--- src/rtl/ccff_stream_loader.sv ---
// Serialises a byte stream MSB-first onto the head of a fabric ccff chain.
// Define CCFF_LOADER_CRC_EN to append a CRC-8 check byte after the chain bits.
module ccff_stream_loader #(
    parameter int CHAIN_LEN = 64,
    parameter int DATA_W    = 8,
    parameter int CNT_W     = 16
) (
    input  logic              prog_clk,
    input  logic              pReset,
    input  logic              start,
    input  logic [DATA_W-1:0] s_data,
    input  logic              s_valid,
    output logic              s_ready,
    output logic              ccff_head,
    output logic              ccff_shift_en,
    output logic              busy,
    output logic              done,
    output logic              error
);

    typedef enum logic [1:0] {
        ST_IDLE,
        ST_LOAD,
`ifdef CCFF_LOADER_CRC_EN
        ST_CHECK,
`endif
        ST_DONE
    } state_t;

    localparam logic [CNT_W-1:0] LP_CHAIN  = CNT_W'(CHAIN_LEN);
    localparam logic [CNT_W-1:0] LP_BYTE_W = CNT_W'(DATA_W);

    state_t            r_state;
    state_t            w_state_next;
    logic [DATA_W-1:0] r_shreg;
    logic [CNT_W-1:0]  r_cnt;
    logic [3:0]        r_bits_left;
    logic              r_head_last;
    logic              r_done;

    logic              w_emit;
    logic              w_last_bit;
    logic              w_load_ready;
    logic              w_take_byte;
    logic              w_start;
    logic [CNT_W-1:0]  w_cnt_after;
    logic [3:0]        w_bits_new;

    assign w_emit       = (r_state == ST_LOAD) && (r_bits_left != 4'd0);
    assign w_last_bit   = w_emit && (r_cnt == CNT_W'(1));
    assign w_cnt_after  = w_emit ? (r_cnt - CNT_W'(1)) : r_cnt;
    // Look-ahead: the next byte may be taken on the edge that retires the current last bit.
    assign w_load_ready = (r_state == ST_LOAD) && (r_bits_left <= 4'd1) && (w_cnt_after != '0);
    assign w_take_byte  = s_valid && w_load_ready;
    assign w_start      = start && ((r_state == ST_IDLE) || (r_state == ST_DONE));
    assign w_bits_new   = (w_cnt_after >= LP_BYTE_W) ? 4'd8 : w_cnt_after[3:0];

    assign ccff_shift_en = w_emit;
    assign ccff_head     = w_emit ? r_shreg[DATA_W-1] : r_head_last;
    assign done          = r_done;

    always_ff @(posedge prog_clk or negedge pReset) begin
        if (!pReset) r_state <= ST_IDLE;
        else         r_state <= w_state_next;
    end

    // NOTE: every output of this block gets a default first so no latch is inferred.
    always_comb begin
        w_state_next = r_state;
        s_ready      = 1'b0;
        busy         = 1'b0;
        case (r_state)
            ST_IDLE, ST_DONE: begin
                if (start) w_state_next = ST_LOAD;
            end
            ST_LOAD: begin
                busy    = 1'b1;
                s_ready = w_load_ready;
`ifdef CCFF_LOADER_CRC_EN
                if (w_last_bit) w_state_next = ST_CHECK;
`else
                if (w_last_bit) w_state_next = ST_DONE;
`endif
            end
`ifdef CCFF_LOADER_CRC_EN
            ST_CHECK: begin
                busy    = 1'b1;
                s_ready = 1'b1;
                if (s_valid) w_state_next = ST_DONE;
            end
`endif
            default: w_state_next = ST_IDLE;
        endcase
    end

    // NOTE: sequential state uses non-blocking assignments only, so every register sees pre-edge values.
    always_ff @(posedge prog_clk or negedge pReset) begin
        if (!pReset) begin
            r_shreg     <= '0;
            r_cnt       <= '0;
            r_bits_left <= 4'd0;
            r_head_last <= 1'b0;
            r_done      <= 1'b0;
        end else if (w_start) begin
            r_cnt       <= LP_CHAIN;
            r_bits_left <= 4'd0;
            r_done      <= 1'b0;
        end else begin
            if (w_emit) r_head_last <= r_shreg[DATA_W-1];
            if (w_take_byte) begin
                r_shreg     <= s_data;
                r_bits_left <= w_bits_new;
            end else if (w_emit) begin
                r_shreg     <= {r_shreg[DATA_W-2:0], 1'b0};
                r_bits_left <= r_bits_left - 4'd1;
            end
            r_cnt <= w_cnt_after;
`ifdef CCFF_LOADER_CRC_EN
            if ((r_state == ST_CHECK) && s_valid) r_done <= 1'b1;
`else
            if (w_last_bit) r_done <= 1'b1;
`endif
        end
    end

`ifdef CCFF_LOADER_CRC_EN
    logic [7:0] r_crc;
    logic       r_error;

    // CRC-8, poly 0x07, init 0x00, MSB-first, over exactly the bits the chain captures.
    function automatic logic [7:0] crc8_step(input logic [7:0] c, input logic b);
        return {c[6:0], 1'b0} ^ ((c[7] ^ b) ? 8'h07 : 8'h00);
    endfunction

    always_ff @(posedge prog_clk or negedge pReset) begin
        if (!pReset) begin
            r_crc   <= 8'h00;
            r_error <= 1'b0;
        end else if (w_start) begin
            r_crc   <= 8'h00;
            r_error <= 1'b0;
        end else begin
            if (w_emit) r_crc <= crc8_step(r_crc, r_shreg[DATA_W-1]);
            if ((r_state == ST_CHECK) && s_valid && (s_data != r_crc)) r_error <= 1'b1;
        end
    end

    assign error = r_error;
`else
    assign error = 1'b0;
`endif

endmodule

--- config.mk ---
export PLATFORM = sky130hd
export DESIGN_NAME = ccff_stream_loader
export DESIGN_NICKNAME = d
export VERILOG_FILES = /design/src/rtl/ccff_stream_loader.sv
export SDC_FILE = /design/constraint.sdc
export NUM_CORES = 1
export LEC_CHECK = 0
export CORE_MARGIN = 3
export CORE_UTILIZATION = 40
export CTS_BUF_LIST = sky130_fd_sc_hd__clkbuf_4 sky130_fd_sc_hd__clkbuf_8 sky130_fd_sc_hd__clkbuf_16
export DETAILED_ROUTE_END_ITERATION = 10
export GPL_ROUTABILITY_DRIVEN = 0
export PLACE_DENSITY_LB_ADDON = 0.08
export SYNTH_ARGS = -nofsm -noshare
export SYNTH_HDL_FRONTEND = slang
export SYNTH_SLANG_ARGS = --single-unit
--- constraint.sdc ---
create_clock -name prog_clk -period 4 [get_ports prog_clk]
set_clock_uncertainty 0.2 [all_clocks]
set_input_delay 0.8 -clock prog_clk [delete_from_list [all_inputs] [get_ports prog_clk]]
set_output_delay 0.8 -clock prog_clk [all_outputs]
set_load 0.03 [all_outputs]
==> impl_results.md <==
- Post-route ant nets: 0
- DP Cell Count: roughly 280
- Final instance area: 2240 um2
- Post-synth top area share: 0.416
- Highest metal layer with signal wires: met4
- CP Class: register to output pin
- Clk pin slew, worst setup/hold paths: 0.07 ns
- Most used DFF post-synth: dfrtp_1
- FMAX: ~260 MHz
- Mapped Area: about 1900 um2
- Worst skew pair latency: 0.28 ns
- Syn_area_per_cell: about 9 um2
- Sequential share of the synthesized area: 0.416
- Multiplexer share of the synthesized area: 0.0623
- Final Non-Filler Cells: ~290
- Crit start category: register
- Critical path arrival: ~2.8 ns
- Setup slack, reg-to-reg: 1.00 ns
- Worst-Margin Slew: roughly 0.68 ns
- Final wirelength: between 4000 and 5000 um
- Full die area: roughly 5700 um2
- Initial core utilization: 0.428
- Max Transition Viols Final: 0
- Met2 wire len: between 2000 and 2500 um
- Post-synth cell types: 46
- DRC: 0
- Site row count: 24
- Setup crit end kind: output pin
- Total Routing Usage GR: 0.168
- Met3 wire length: roughly 200 um
- # port buffers: 16
- Clk root buf: clkbuf_8
- RSZ-0062 raised after global routing: false
- Worst Hold Class: register to register
- Hold depth: 2
- CP endpoint: s_ready
- Largest net degree at the start of global routing: 33
- Main area contributors after synthesis: dfrtp_1 42%, nand2_1 6.6%, nor2_1 5.5%
- # diodes: 0
- Headroom to the max-slew limit: 0.548
- Synth Register Bits: 32
- Vias in the first global route: around 1600
- First-pass DRT Iterations: 4
- Clock tree buffer depth: 2
- Initial DRC Count: 99
- Initial antenna violation count: 0
- Post-synth top area cell: dfrtp_1
- Most frequent cell after synthesis: nand2_1
- Max-Cap Viols: 0
- P_leak: 0.953 nW
- Worst Reg2Reg Path Length in Cells: 6
- WP data required: 3.00 ns
- Psw: roughly 0.60 mW
- Final setup viols: 0
- Synthesized-area fraction occupied by adder cells: 0.0325
- Count of flip-flops with a built-in enable after synthesis: 0
- Combinational power share: 0.442
- First-pass GRT wire length: between 7000 and 8000 um
- Hpwl dp: about 3100 um
- Die Width: 75.4 um
- CP max FO: 8
- Asr flop ratio synth: 1.00
- Clock network fraction of design power: 0.177
- Placed Area: 2140 um2
- Worst r2r src: r_cnt[2]$_DFF_PN0_
- Switching Share: 0.400
- Yosys Warn Count: 0
- Sequential Power Share: 0.381
- DIE HEIGHT: about 75 um
- Area Growth Syn to Fin: 16.4%
- Final core utilization: 0.498
- Synth Area in Compound Gates: 0.134
- CTS tree: built
- Final hold vios: 0
- H-tree depth: 2
- Tcrit/Tclk final: 0.954
- Detailed-route via count: roughly 1600
- WHS: approximately 0.28 ns
- CTS sink cnt: 32
- CP startpoint: r_cnt[2]$_DFF_PN0_
- Post-CTS repair timing setup buffer count: 0
- Power density cells: ~670 nW/um2
- Fin nets: about 250
- Area of the core: roughly 4500 um2
- Xor/xnor share of the synthesized area: 0.0545
- Average wire per standard cell: about 15 um
- I/O pins: 18
- # fillers: roughly 430
- Post-Syn Instances: ~220
- Worst vdd ir: around 0.29 mV
- Largest family of logic cells by synthesized area: simple AND/OR/NAND/NOR gates
- Commonest cells post-synth: 34 x nand2_1, 32 x dfrtp_1, 28 x nor2_1, 8 x mux2_2
- Total gr overflow: 0
- Share of layout cells above drive strength 1: 0.137
- R2R Path End: r_shreg[1]$_DFFE_PN0P_
- Synth Net Count: 232
- Num CTS Buffers: 5
- Minimum clock period: ~3.8 ns
- Setup TNS Final: 0 ns
- Status: finished, final reports clean
- Via density: 5.67
- Met1 wire length: 1900 um
- Synth Area in Simple Gates: 0.265
- P_int: about 0.90 mW
-- area by class of cell --
type | instances | area [um2] | area share
Inverter | 6 | 22.5 | 0.0100
Clock buffer | 8 | 97.6 | 0.0435
Timing Repair Buffer | 20 | 188 | 0.0837
Sequential cell | 32 | 802 | 0.358
Multi-Input combinational cell | 167 | 1070 | 0.476
Tap cell | 52 | 65.1 | 0.0290
-- metal layers --
| layer | vias to the layer above | GRT usage |
|---|---|---|
| li1 | 780 | - |
| met1 | 783 | 0.210 |
| met2 | 45 | 0.277 |
| met3 | 7 | 0.0422 |
| met4 | 0 | 0.0718 |
| met5 | - | 0 |
-- state kept, by name, summed over array words and instances (netlist names) --
name,count
r_head_last,1
done,1
r_bits_left,4
r_shreg,8
r_state,2
r_cnt,16
-- power by group through the flow --
stage          sequential (mW)  clock (mW)  combinational [mW]
4_1_cts                  0.568       0.276               0.666
6_report                 0.572       0.266               0.664
3_3_place_gp             0.565           0               0.657
5_1_grt                  0.594       0.292               0.745
2_1_floorplan            0.542           0               0.517
3_5_place_dp             0.576           0               0.659
-- repair_timing --
item                                    CTS  global route
hold buffers                              0             0
gates resized for setup                   0             4
endpoints found under the setup margin    0             1
endpoints found under the hold margin     0             0
-- cell usage in the layout, fill, tap and decap left out, types with 2 or more instances in the layout --
master / Yosys / routed
nand2_1: 34 / 34
dfrtp_1: 32 / 31
nor2_1: 28 / 27
clkdlybuf4s50_1: 0 / 15
mux2_2: 8 / 8
xnor2_1: 7 / 7
or3_1: 7 / 7
o21ai_0: 7 / 7
inv_1: 6 / 6
nor3_1: 6 / 6
a21oi_1: 6 / 6
clkbuf_8: 0 / 6
nand3_1: 5 / 5
nor4_1: 5 / 5
xor2_1: 5 / 5
ha_1: 5 / 5
buf_4: 1 / 5
nand2b_1: 4 / 4
or2_2: 3 / 3
mux2i_1: 3 / 3
o2bb2ai_1: 3 / 3
nor2b_1: 2 / 2
nor3b_1: 2 / 2
nor4b_1: 2 / 2
a31oi_1: 2 / 2
o31a_1: 2 / 2
o211ai_1: 2 / 2
a22o_1: 2 / 2
clkbuf_4: 0 / 2
-- worst max-delay path, stage by stage, from the launching register on --
cell and delay [ns]:
dfrtp_1 0.45, or3_1 0.45, or4_4 0.55, or4b_4 0.53
o211ai_1 0.12, nor2_2 0.10, a21oi_1 0.17, buf_4 0.17
-- kinds of logic (layout without fill, tap and decap cells) --
family          Yosys count  in the layout
simple gates            105            105
other cells               1              1
fa+ha+maj                 5              5
mux                      11             11
buf+inv                  16             34
xor+xnor                 12             12
compound gates           33             33
flops                    32             32
-- per-stage QoR --
stage	setup slack, ns	total power [mW]
floorplan	0.341	1.06
global placement	0.377	1.22
detailed placement	0.325	1.23
CTS	0.00169	1.51
global route	0.00154	1.63
finish	0.182	1.50
-- worst min path at each step --
stage                             from                       to  slack (ns)
3_5_place_dp   r_head_last$_DFFE_PN0N_  r_head_last$_DFFE_PN0N_        0.27
6_report       r_head_last$_DFFE_PN0N_  r_head_last$_DFFE_PN0N_        0.28
3_3_place_gp   r_head_last$_DFFE_PN0N_  r_head_last$_DFFE_PN0N_        0.26
4_1_cts        r_head_last$_DFFE_PN0N_  r_head_last$_DFFE_PN0N_        0.29
5_1_grt        r_head_last$_DFFE_PN0N_  r_head_last$_DFFE_PN0N_        0.32
2_1_floorplan  r_head_last$_DFFE_PN0N_  r_head_last$_DFFE_PN0N_        0.24
Power figures use the tool's default switching activity.
